## config.mk

```make
export PLATFORM = sky130hd
export DESIGN_NAME = fetch_stage_flat
export DESIGN_NICKNAME = d
export VERILOG_FILES = /design/src/rtl/fetch_stage_if.sv /design/src/rtl/fetch_stage.sv /design/src/flat_wrapper.sv
export SDC_FILE = /design/constraint.sdc
export NUM_CORES = 1
export LEC_CHECK = 0
export CORE_MARGIN = 10
export CORE_UTILIZATION = 30
export DETAILED_ROUTE_END_ITERATION = 8
export RECOVER_POWER = 50
export SKIP_LAST_GASP = 1
export SLEW_MARGIN = 15
export SYNTH_ARGS = -nofsm -noshare
export SYNTH_HDL_FRONTEND = slang
export SYNTH_SLANG_ARGS = --single-unit
```

## constraint.sdc

```tcl
create_clock -name clk -period 2 [get_ports clk]
set_input_delay 0.5 -clock clk [delete_from_list [all_inputs] [get_ports clk]]
set_output_delay 0.5 -clock clk [all_outputs]
set_load 0.05 [all_outputs]
```

## src/rtl/fetch_stage_if.sv

```systemverilog
// Fetch-stage bus: InstrMem address/data pair plus the IF/ID pipeline register outputs.
// The master side is the fetch stage and the slave side is the memory/decode consumer.
interface fetch_stage_if;
    logic [9:0]  imem_addr;
    logic [31:0] imem_instr;
    logic [31:0] ifid_instr;
    logic [9:0]  ifid_pc_plus1;
    logic        ifid_valid;

    modport master (
        output imem_addr,
        input  imem_instr,
        output ifid_instr,
        output ifid_pc_plus1,
        output ifid_valid
    );

    modport slave (
        input  imem_addr,
        output imem_instr,
        input  ifid_instr,
        input  ifid_pc_plus1,
        input  ifid_valid
    );
endinterface

```

## src/rtl/fetch_stage.sv

```systemverilog
// Instruction-fetch stage: owns the PC, addresses InstrMem and fills the IF/ID register.
// Optional macro FETCH_PERF_CNT_EN adds fetched-instruction and stall-cycle counters.
module fetch_stage #(
    parameter logic [9:0]  RESET_PC = 10'd0,
    parameter logic [31:0] NOP_WORD = 32'h0000_0000
) (
    input  logic          clk,
    input  logic          rst_n,
    input  logic          start,
    input  logic          stall,
    input  logic          branch_taken,
    input  logic [9:0]    branch_target,
    input  logic          jump,
    input  logic [9:0]    jump_target,
    fetch_stage_if.master bus,
    output logic          running
`ifdef FETCH_PERF_CNT_EN
    ,
    output logic [31:0]   perf_fetched,
    output logic [31:0]   perf_stalls
`endif
);

    typedef enum logic {
        IDLE = 1'b0,
        RUN  = 1'b1
    } state_t;

    state_t      state;
    logic [9:0]  pc;
    logic [9:0]  pc_next_seq;
    logic        redirect;
    logic [9:0]  redirect_pc;

    // The branch is older than the jump in the pipeline, so it takes precedence.
    assign redirect    = branch_taken | jump;
    assign redirect_pc = branch_taken ? branch_target : jump_target;
    assign pc_next_seq = pc + 10'd1;

    assign bus.imem_addr = pc;

    // NOTE: every register here is written with <= so all state updates see pre-edge values.
    always_ff @(posedge clk or negedge rst_n) begin
        if (!rst_n) begin
            state             <= IDLE;
            running           <= 1'b0;
            pc                <= RESET_PC;
            bus.ifid_instr    <= NOP_WORD;
            bus.ifid_pc_plus1 <= 10'd0;
            bus.ifid_valid    <= 1'b0;
        end else begin
            case (state)
                IDLE: begin
                    // The start edge only arms the FSM; the first capture is one edge later.
                    if (start) begin
                        state   <= RUN;
                        running <= 1'b1;
                    end
                end
                RUN: begin
                    if (redirect) begin
                        pc                <= redirect_pc;
                        bus.ifid_instr    <= NOP_WORD;
                        bus.ifid_pc_plus1 <= 10'd0;
                        bus.ifid_valid    <= 1'b0;
                    end else if (!stall) begin
                        pc                <= pc_next_seq;
                        bus.ifid_instr    <= bus.imem_instr;
                        bus.ifid_pc_plus1 <= pc_next_seq;
                        bus.ifid_valid    <= 1'b1;
                    end
                end
                default: begin
                    state   <= IDLE;
                    running <= 1'b0;
                end
            endcase
        end
    end

`ifdef FETCH_PERF_CNT_EN
    logic fetch_edge;
    logic stall_edge;

    assign fetch_edge = (state == RUN) && !redirect && !stall;
    assign stall_edge = (state == RUN) && !redirect && stall;

    always_ff @(posedge clk or negedge rst_n) begin
        if (!rst_n) begin
            perf_fetched <= 32'd0;
            perf_stalls  <= 32'd0;
        end else begin
            if (fetch_edge) perf_fetched <= perf_fetched + 32'd1;
            if (stall_edge) perf_stalls  <= perf_stalls + 32'd1;
        end
    end
`endif

endmodule

```

## src/flat_wrapper.sv

```systemverilog
// flat-port wrapper written by rule: the top's interface ports become plain ports
module fetch_stage_flat 
#(
    parameter logic [9:0]  RESET_PC = 10'd0,
    parameter logic [31:0] NOP_WORD = 32'h0000_0000
)
  (clk, rst_n, start, stall, branch_taken, branch_target, jump, jump_target, running, bus_imem_addr, bus_imem_instr, bus_ifid_instr, bus_ifid_pc_plus1, bus_ifid_valid);
  fetch_stage_if bus_i ();
  input  logic clk;
  input  logic rst_n;
  input  logic start;
  input  logic stall;
  input  logic branch_taken;
  input  logic [9:0] branch_target;
  input  logic jump;
  input  logic [9:0] jump_target;
  output logic running;
  output wire logic [$bits(bus_i.imem_addr)-1:0] bus_imem_addr;
  input wire logic [$bits(bus_i.imem_instr)-1:0] bus_imem_instr;
  output wire logic [$bits(bus_i.ifid_instr)-1:0] bus_ifid_instr;
  output wire logic [$bits(bus_i.ifid_pc_plus1)-1:0] bus_ifid_pc_plus1;
  output wire logic [$bits(bus_i.ifid_valid)-1:0] bus_ifid_valid;
  assign bus_imem_addr = bus_i.imem_addr;
  assign bus_i.imem_instr = bus_imem_instr;
  assign bus_ifid_instr = bus_i.ifid_instr;
  assign bus_ifid_pc_plus1 = bus_i.ifid_pc_plus1;
  assign bus_ifid_valid = bus_i.ifid_valid;
  fetch_stage #(.RESET_PC(RESET_PC), .NOP_WORD(NOP_WORD)) u_core (.clk(clk), .rst_n(rst_n), .start(start), .stall(stall), .branch_taken(branch_taken), .branch_target(branch_target), .jump(jump), .jump_target(jump_target), .bus(bus_i), .running(running));
endmodule
```

==> results.json, run 1 <==
{
  "grt_pass1_wl_mm": 12.4,
  "viasPerCell": 4.71,
  "route.detailed.drc": 0,
  "fin_crit_sh_pct": 89.5,
  "synthesis.nets": 313,
  "cp.required_ns": 2.25,
  "synth_edf_count": 0,
  "critPathLaunch": "jump",
  "fp.dieW_um": 111,
  "grt_start_max_net_pins": 56,
  "die_area_mm2": 0.0123,
  "r2r_cells": 5,
  "wl_mm": 7.73,
  "die_h_um": 111,
  "place_hpwl_mm": 5.85,
  "synthTopCellsByArea": "dfrtp_1, nand2_1, nand3_1",
  "initial_core_util_pct": 30.5,
  "cts.path.max_buffers": 2,
  "numCtsBuffers": 5,
  "cts_tree": "yes",
  "path_max_fanout": 9,
  "first_global_vias": 2339,
  "fmax_mhz": 559,
  "end_kind": "flop",
  "grt.met3_usage_pct": 3.79,
  "final_area_mm2": 0.00368,
  "ir_worst_vdd_uv": 316,
  "gr-usage-all-layers_pct": 12.1,
  "yosys_warnings": 0,
  "critical-path-top-delay-family": "simple AND/OR/NAND/NOR gates",
  "cts_root_buf": "clkbuf_8",
  "critPathMaxStageDelay_ns": 0.60,
  "critPathKind": "input port to flop",
  "place_congestion": 0.758,
  "grtUsageMet2_pct": 18.8,
  "syn_area_per_cell_um2": 9.72,
  "endpoint": "u_core.bus.imem_addr[8]$_DFFE_PN0P_",
  "hold_class": "flop to flop",
  "n_fill_cell": 848,
  "clk_latency_ns": 0.31,
  "worst_pin_slew_ns": 1.37,
  "antenna_cells": 0,
  "r2r_end": "u_core.bus.imem_addr[8]$_DFFE_PN0P_",
  "critical_path_depth": 5,
  "synth_ff_type": "dfrtp_1",
  "area_growth_pct": 49.2,
  "p_total_mw": 2.55,
  "drtIter0Drc": 105,
  "grt_remaining_overflow": 0,
  "synth_seq_area_share_pct": 55.8,
  "power_density_mw_per_mm2": 693,
  "r2r-start": "u_core.bus.imem_addr[1]$_DFFE_PN0P_",
  "path_buf_inv": 1,
  "wire_per_inst_um": 16.0,
  "crit_chain": "clkdlybuf4s50_1 > nor2b_1 > a22oi_1 > nor2_1 > a221o_1",
  "synth-async-reset-ratio_pct": 100,
  "final_max_slew_viol_count": 0,
  "leakagePower_nw": 1.78,
  "crit_arrival_ns": 2.04,
  "post_cts_resized": 0,
  "status": "completed",
  "final.setup.tns_ns": 0,
  "core_mm2": 0.00809,
  "via_count": 2277,
  "r2r_setup_slack_ns": 0.28,
  "grt.met1_usage_pct": 15.8,
  "finalNetCount": 436,
  "cp_slowest_cell": "nor2b_1",
  "fin_skew_ns": 0.0117,
  "slew-limit-headroom_pct": 8.48,
  "rsz0062_at_grt": "false",
  "synthCells": 254,
  "period_minus_slack_ns": 1.79,
  "ioPinCount": 112,
  "dpl_cell_area_mm2": 0.00370,
  "postRouteAntennaNets": 0,
  "synth_top_area_cell": "dfrtp_1",
  "hold_viol_final": 0,
  "cts-hold-fix-buffers": 0,
  "setup_viol": 0,
  "first_pass_iters": 4,
  "clkSinkCount": 55,
  "postCtsSetupBuffers": 0,
  "final_core_util_pct": 45.5,
  "core.rowCount": 33,
  "clkTransAtPathRegs_ns": 0.10,
  "io_buffer_count": 111,
  "startpoint_type": "input port",
  "top_usage_layer": "met2",
  "drive_above_1_share_pct": 16.9,
  "yosysTopAreaCellShare_pct": 55.8,
  "syn_area_mm2": 0.00247,
  "antenna_found_initial": 0,
  "htreeDepth": 2,
  "ys_ff_latch": 55,
  "ys_types": 44,
  "cap_violations": 0
}
## state kept, by name, summed over array words and instances (netlist names)
signal                    count
u_core.bus.ifid_pc_plus1     10
u_core.state                  1
u_core.bus.imem_addr         10
u_core.bus.ifid_valid         1
u_core.bus.ifid_instr        32
u_core.running                1
## metal layers
layer	routed length [um]	share of wire [%]	vias to the layer above
met5	0	0	-
met4	53	0.69	0
met3	479	6.2	4
met2	3440	45	79
met1	3750	49	1064
li1	-	-	1130
## logic make-up (layout without fill, tap and decap cells)
kind of cell,after synthesis,count (layout),synth area share (%)
multiplexers,3,3,1.22
adder cells (fa/ha/maj),1,1,0.507
AO/OA/AOI/OAI,41,41,13.0
XOR/XNOR,6,6,2.13
buffers and inverters,19,143,3.75
AND/OR/NAND/NOR,129,129,23.6
flip-flops,55,55,55.8
## how the worst min path moves through the flow
stage                                          start                               endpoint  slack [ns]  depth (start not counted)
2_1_floorplan                                  rst_n   u_core.bus.ifid_instr[0]$_DFFE_PN0P_        0.20                          0
3_3_place_gp    u_core.bus.ifid_instr[7]$_DFFE_PN0P_   u_core.bus.ifid_instr[7]$_DFFE_PN0P_        0.45                          2
3_5_place_dp              u_core.running$_DFFE_PN0P_             u_core.running$_DFFE_PN0P_        0.45                          1
4_1_cts                                        rst_n    u_core.bus.imem_addr[9]$_DFFE_PN0P_        0.18                          2
5_1_grt        u_core.bus.ifid_instr[11]$_DFFE_PN0P_  u_core.bus.ifid_instr[11]$_DFFE_PN0P_        0.50                          2
6_report       u_core.bus.ifid_instr[10]$_DFFE_PN0P_  u_core.bus.ifid_instr[10]$_DFFE_PN0P_        0.47                          2
## cell usage after synthesis, drive strengths merged (2+ instances only)
| library cell | count |
|---|---|
| xnor2 | 5 |
| inv | 2 |
| nand3 | 35 |
| a21oi | 4 |
| a221oi | 4 |
| mux2i | 3 |
| dfrtp | 55 |
| nand2 | 74 |
| nand4 | 2 |
| and4 | 3 |
| a21o | 3 |
| a22o | 8 |
| nor2 | 6 |
| clkbuf | 5 |
| buf | 11 |
| nor4b | 2 |
| or2 | 2 |
| a22oi | 4 |
| a221o | 2 |
| o21ai | 9 |
## worst register-to-register path: stages, from the launching register on
cell     delay (ns)
dfrtp_1        0.44
ha_1           0.29
and4_1         0.25
nand4_1        0.13
xnor2_1        0.18
a221o_1        0.33
## power breakdown
group	switching (mW)	internal, mW	total (mW)
combinational	0.437	0.263	0.701
clock	0.371	0.245	0.615
sequential	0.0580	1.18	1.24
total	0.866	1.69	2.55
## metrics by stage
| stage | setup WS (ns) | hold WS (ns) | instances |
|---|---|---|---|
| floorplan | 0.0680 | 0.204 | 254 |
| global placement | -0.0987 | 0.450 | 475 |
| detailed placement | -0.138 | 0.454 | 475 |
| CTS | 0.199 | 0.177 | 483 |
| global route | 0.0759 | 0.498 | 483 |
| finish | 0.211 | 0.474 | 483 |
## cell type report
class	instances	area (um2)	area share, %
Sequential cell	55	1380	37.4
Multi-Input combinational cell	180	1000	27.3
Tap cell	105	131	3.57
Clock buffer	5	68.8	1.87
Clock inverter	3	20.0	0.544
Timing Repair Buffer	132	1070	29.1
Inverter	3	11.3	0.306
## placed cells by master, fill, tap and decap left out, types with 2 or more instances in the layout
cell	instances
a21o_1	3
a21oi_1	3
a221o_1	2
a221oi_1	4
a22o_1	8
a22oi_1	4
and4_1	3
buf_12	3
buf_4	46
clkbuf_1	25
clkbuf_8	5
clkdlybuf4s50_1	55
clkinvlp_4	2
dfrtp_1	55
inv_1	2
mux2i_1	3
nand2_1	74
nand3_1	35
nand4_1	2
nor2_1	5
o21ai_0	6
o21ai_1	2
xnor2_1	5
Note: power is estimated with default switching activity, not from simulation.
==> inputs of run 2 (changes only) <==
==> constraint.sdc (replaced) <==
create_clock -name clk -period 2.1 [get_ports clk]
set_input_delay 0.525 -clock clk [delete_from_list [all_inputs] [get_ports clk]]
set_output_delay 0.525 -clock clk [all_outputs]
set_load 0.05 [all_outputs]
==> run 2 against run 1 <==
  * Combinational power fell by 5.0%
  * Non-clock buffer count down 2
  * Global-route usage rose by 0.32 points
  * The run now ends with max-capacitance violations, max-slew violations left
==> results.json, run 2 (same netlist as run 1, synthesis figures left out) <==
{
  "grt_remaining_overflow": 0,
  "first_global_vias": 2319,
  "grt_pass1_wl_mm": 12.7,
  "largest-register": "u_core.bus.ifid_instr",
  "startpoint_type": "flop",
  "antenna_cells": 0,
  "final_cell_mix": "clkdlybuf4s50_1, nand2_1, dfrtp_1",
  "initial_core_util_pct": 30.5,
  "postRouteAntennaNets": 0,
  "finalNetCount": 434,
  "top_usage_layer": "met2",
  "hold_viol_final": 0,
  "grtUsageMet2_pct": 19.5,
  "via_count": 2284,
  "cts_root_buf": "clkbuf_8",
  "first_pass_iters": 4,
  "wl_mm": 7.82,
  "htreeDepth": 2,
  "numCtsBuffers": 5,
  "final_max_slew_viol_count": 27,
  "clkTransAtPathRegs_ns": 0.09,
  "fin_skew_ns": 0.00380,
  "end_kind": "primary output",
  "fmax_mhz": 494,
  "clkSinkCount": 55,
  "path_buf_inv": 1,
  "core.rowCount": 33,
  "violations": "max-capacitance violations, max-slew violations",
  "status": "finished with violations",
  "layout_commonest_cell": "clkdlybuf4s50_1",
  "grt.met3_usage_pct": 4.92,
  "postCtsSetupBuffers": 0,
  "cts-hold-fix-buffers": 0,
  "path_max_fanout": 2,
  "grt.met1_usage_pct": 15.5,
  "period_minus_slack_ns": 2.02,
  "hold_ws_ns": 0.464,
  "io_buffer_count": 111,
  "cp.required_ns": 1.57,
  "antenna_found_initial": 0,
  "power_density_mw_per_mm2": 645,
  "gr-usage-all-layers_pct": 12.4,
  "wire_per_inst_um": 16.3,
  "worst_pin_slew_ns": 1.61,
  "die_h_um": 111,
  "clk_latency_ns": 0.30,
  "rsz0062_at_grt": "false",
  "cts_tree": "yes",
  "place_congestion": 0.768,
  "fin_crit_sh_pct": 96.4,
  "ioPinCount": 112,
  "drive_above_1_share_pct": 8.27,
  "crit_chain": "clkdlybuf4s50_1",
  "grt_start_max_net_pins": 28,
  "slew-limit-headroom_pct": -7.48,
  "fp.dieW_um": 111,
  "critPathKind": "flop to primary output",
  "route.detailed.drc": 0,
  "largest_reg_flops": 32,
  "cp_slowest_cell": "clkdlybuf4s50_1",
  "critical-path-top-delay-family": "buffers and inverters",
  "drtIter0Drc": 95,
  "crit_arrival_ns": 1.50,
  "cts.path.max_buffers": 2,
  "post_cts_resized": 0,
  "leakagePower_nw": 1.74,
  "p_total_mw": 2.44,
  "cap_violations": 1,
  "critPathMaxStageDelay_ns": 0.82,
  "viasPerCell": 4.76,
  "ir_worst_vdd_uv": 374,
  "die_area_mm2": 0.0123,
  "place_hpwl_mm": 6.03,
  "hold_class": "flop to flop",
  "area_growth_pct": 53.4,
  "setup_viol": 0,
  "final.setup.tns_ns": 0,
  "core_mm2": 0.00809
}
==> run 2: changes by cell type in the layout (fill, tap and decap cells not counted), sizes merged <==
cell           change
clkinvlp           -2
dlygate4sd3        +1
buf               -32
clkdlybuf4s50     +34
clkbuf             -4
==> run 2: worst paths after layout <==
kind                                                      start                                     to  slack [ns]  cells past startpoint
min in group asynchronous                                 rst_n  u_core.bus.ifid_instr[12]$_DFFE_PN0P_        0.62                      1
max                        u_core.bus.ifid_instr[1]$_DFFE_PN0P_                      bus_ifid_instr[1]        0.08                      1
min                                  u_core.running$_DFFE_PN0P_             u_core.running$_DFFE_PN0P_        0.46                      1
min reg2reg                          u_core.running$_DFFE_PN0P_             u_core.running$_DFFE_PN0P_        0.46                      1
max reg2reg                 u_core.bus.imem_addr[1]$_DFFE_PN0P_    u_core.bus.imem_addr[8]$_DFFE_PN0P_        0.39                      5
max in group asynchronous                                 rst_n      u_core.bus.ifid_valid$_DFFE_PN0P_        0.55                      1
==> run 2: cell type report <==
| cell class | instances | area (um2) |
|---|---|---|
| tap | 105 | 131 |
| fill | 819 | 4310 |
| clock inverter | 1 | 5.00 |
| clock buffer | 6 | 82.6 |
| inverter | 3 | 11.3 |
| multi-input combinational | 180 | 1000 |
| sequential | 55 | 1380 |
| timing repair buffer | 130 | 1180 |
==> run 2: metrics by stage <==
stage | cells | area, um2 | utilization (%) | setup WS [ns]
6_report | 480 | 3790 | 46.8 | 0.0760
5_1_grt | 480 | 3790 | 46.8 | 0.0190
4_1_cts | 480 | 3860 | 47.7 | 0.0645
3_5_place_dp | 473 | 3770 | 46.6 | -0.111
3_3_place_gp | 473 | 3770 | 46.6 | -0.0194
2_1_floorplan | 254 | 2470 | - | 0.168
==> run 2: metal layers <==
metal  wire length, um  up-vias
met5                 0        -
met3               603        8
met2              3550       76
met1              3590     1069
met4                82        0
li1                  -     1131
==> run 2: report_power, final <==
part | switching (mW) | internal [mW] | leakage [nW]
combinational | 0.412 | 0.255 | 0.974
clock | 0.335 | 0.260 | 0.0470
sequential | 0.0592 | 1.12 | 0.724
==> inputs of run 3 (changes only) <==
--- a/config.mk
+++ b/config.mk
@@ -8,6 +8,7 @@
 export CORE_MARGIN = 10
 export CORE_UTILIZATION = 30
 export DETAILED_ROUTE_END_ITERATION = 8
+export MAX_ROUTING_LAYER = met4
 export RECOVER_POWER = 50
 export SKIP_LAST_GASP = 1
 export SLEW_MARGIN = 15
==> run 3 against run 2 <==
  * The run still ends with max-capacitance violations, max-slew violations left
  * Flip-flop and latch count is the same
  * Global-route usage rose by 0.35 points
  * Design area unchanged
  * Critical path depth unchanged
  * Utilization is the same
  * Hold slack about the same
  * Clock skew barely moved
  * Critical path type unchanged
==> results.json, run 3 (same netlist as run 1, synthesis figures left out) <==
{
  "antenna_cells": 0,
  "place_ws_ns": -0.111,
  "largest_reg_flops": 32,
  "via_count": 2280,
  "crit_arrival_ns": 1.50,
  "clk_latency_ns": 0.30,
  "numCtsBuffers": 5,
  "power_density_mw_per_mm2": 645,
  "grt_start_max_net_pins": 28,
  "worst_pin_slew_ns": 1.61,
  "antenna_found_initial": 0,
  "crit_chain": "clkdlybuf4s50_1",
  "area_growth_pct": 53.4,
  "place_hpwl_mm": 6.03,
  "period_minus_slack_ns": 2.02,
  "end_kind": "primary output",
  "io_buffer_count": 111,
  "finalNetCount": 434,
  "critPathKind": "flop to primary output",
  "die_h_um": 111,
  "violations": "max-capacitance violations, max-slew violations",
  "grt_pass1_wl_mm": 12.8,
  "wire_per_inst_um": 16.3,
  "hold_class": "flop to flop",
  "p_sw_share_pct": 33.0,
  "drtIter0Drc": 90,
  "clkSinkCount": 55,
  "cts.path.max_buffers": 2,
  "setup_slack_ns": 0.0758,
  "cts_tree": "yes",
  "final_cell_mix": "clkdlybuf4s50_1, nand2_1, dfrtp_1",
  "critPathMaxStageDelay_ns": 0.82,
  "hold_ws_ns": 0.464,
  "p_total_mw": 2.44,
  "gr-usage-all-layers_pct": 12.7,
  "slew-limit-headroom_pct": -7.37,
  "first_pass_iters": 4,
  "fp.dieW_um": 111,
  "setup_viol": 0,
  "critical-path-top-delay-family": "buffers and inverters",
  "cp_slowest_cell": "clkdlybuf4s50_1",
  "largest-register": "u_core.bus.ifid_instr",
  "p_sw_mw": 0.806,
  "clkTransAtPathRegs_ns": 0.09,
  "fin_crit_sh_pct": 96.4,
  "core_mm2": 0.00809,
  "cts-hold-fix-buffers": 0,
  "fin_skew_ns": 0.00425,
  "ioPinCount": 112,
  "clockPowerShare_pct": 24.4,
  "p_int_mw": 1.64,
  "viasPerCell": 4.75,
  "ir_worst_vdd_uv": 374,
  "fmax_mhz": 494,
  "core.rowCount": 33,
  "power.share.sequential_pct": 48.3,
  "initial_core_util_pct": 30.5,
  "postRouteAntennaNets": 0,
  "final.setup.tns_ns": 0,
  "hold_viol_final": 0,
  "path_max_fanout": 2,
  "final_area_mm2": 0.00379,
  "n_fill_cell": 819,
  "first_global_vias": 2320,
  "leakagePower_nw": 1.74,
  "path_buf_inv": 1,
  "htreeDepth": 2,
  "layout_commonest_cell": "clkdlybuf4s50_1",
  "rsz0062_at_grt": "false",
  "final_max_slew_viol_count": 27,
  "grt_remaining_overflow": 0,
  "cts_root_buf": "clkbuf_8",
  "dpl_cell_area_mm2": 0.00377,
  "die_area_mm2": 0.0123,
  "wl_mm": 7.82,
  "route.detailed.drc": 0,
  "postCtsSetupBuffers": 0,
  "cap_violations": 1,
  "post_cts_resized": 0,
  "cp.required_ns": 1.57,
  "drive_above_1_share_pct": 8.27,
  "status": "finished with violations",
  "power_frac_comb_pct": 27.3,
  "startpoint_type": "flop",
  "place_congestion": 0.778
}
[run 3: final timing paths]
check	start	endpoint	slack, ns	depth (start not counted)
min	u_core.running$_DFFE_PN0P_	u_core.running$_DFFE_PN0P_	0.46	1
max	u_core.bus.ifid_instr[1]$_DFFE_PN0P_	bus_ifid_instr[1]	0.08	1
min in group asynchronous	rst_n	u_core.bus.ifid_instr[12]$_DFFE_PN0P_	0.62	1
min reg2reg	u_core.running$_DFFE_PN0P_	u_core.running$_DFFE_PN0P_	0.46	1
max in group asynchronous	rst_n	u_core.bus.ifid_valid$_DFFE_PN0P_	0.56	1
max reg2reg	u_core.bus.imem_addr[1]$_DFFE_PN0P_	u_core.bus.imem_addr[8]$_DFFE_PN0P_	0.39	5
[run 3: metrics by stage]
stage	util (%)	std cells
final	46.8	480
after CTS	47.7	480
after floorplan	-	254
after detailed placement	46.6	473
after global placement	46.6	473
after global routing	46.8	480
[run 3: per-layer routing]
metal / global-route usage, % / part of all wire (%) / vias to the layer above
met1: 15.9 / 47 / 1062
met3: 4.38 / 6.8 / 9
li1: - / - / 1130
met5: - / 0 / -
met2: 19.5 / 45 / 79
met4: 2.69 / 1.0 / 0
[run 3: area by class of cell]
class	count	area, um2	share of cell area [%]
Timing Repair Buffer	130	1180	31.1
Multi-Input combinational cell	180	1000	26.5
Clock inverter	1	5.00	0.132
Clock buffer	6	82.6	2.18
Sequential cell	55	1380	36.3
Inverter	3	11.3	0.297
Tap cell	105	131	3.47
[run 3: power groups by stage]
stage          Sequential, mW  Clock (mW)  Combinational (mW)
6_report                 1.18       0.596               0.666
5_1_grt                  1.19       0.663               0.712
4_1_cts                  1.18       0.625               0.705
3_5_place_dp             1.20           0               0.704
3_3_place_gp             1.20           0               0.699
2_1_floorplan            1.42           0               0.146
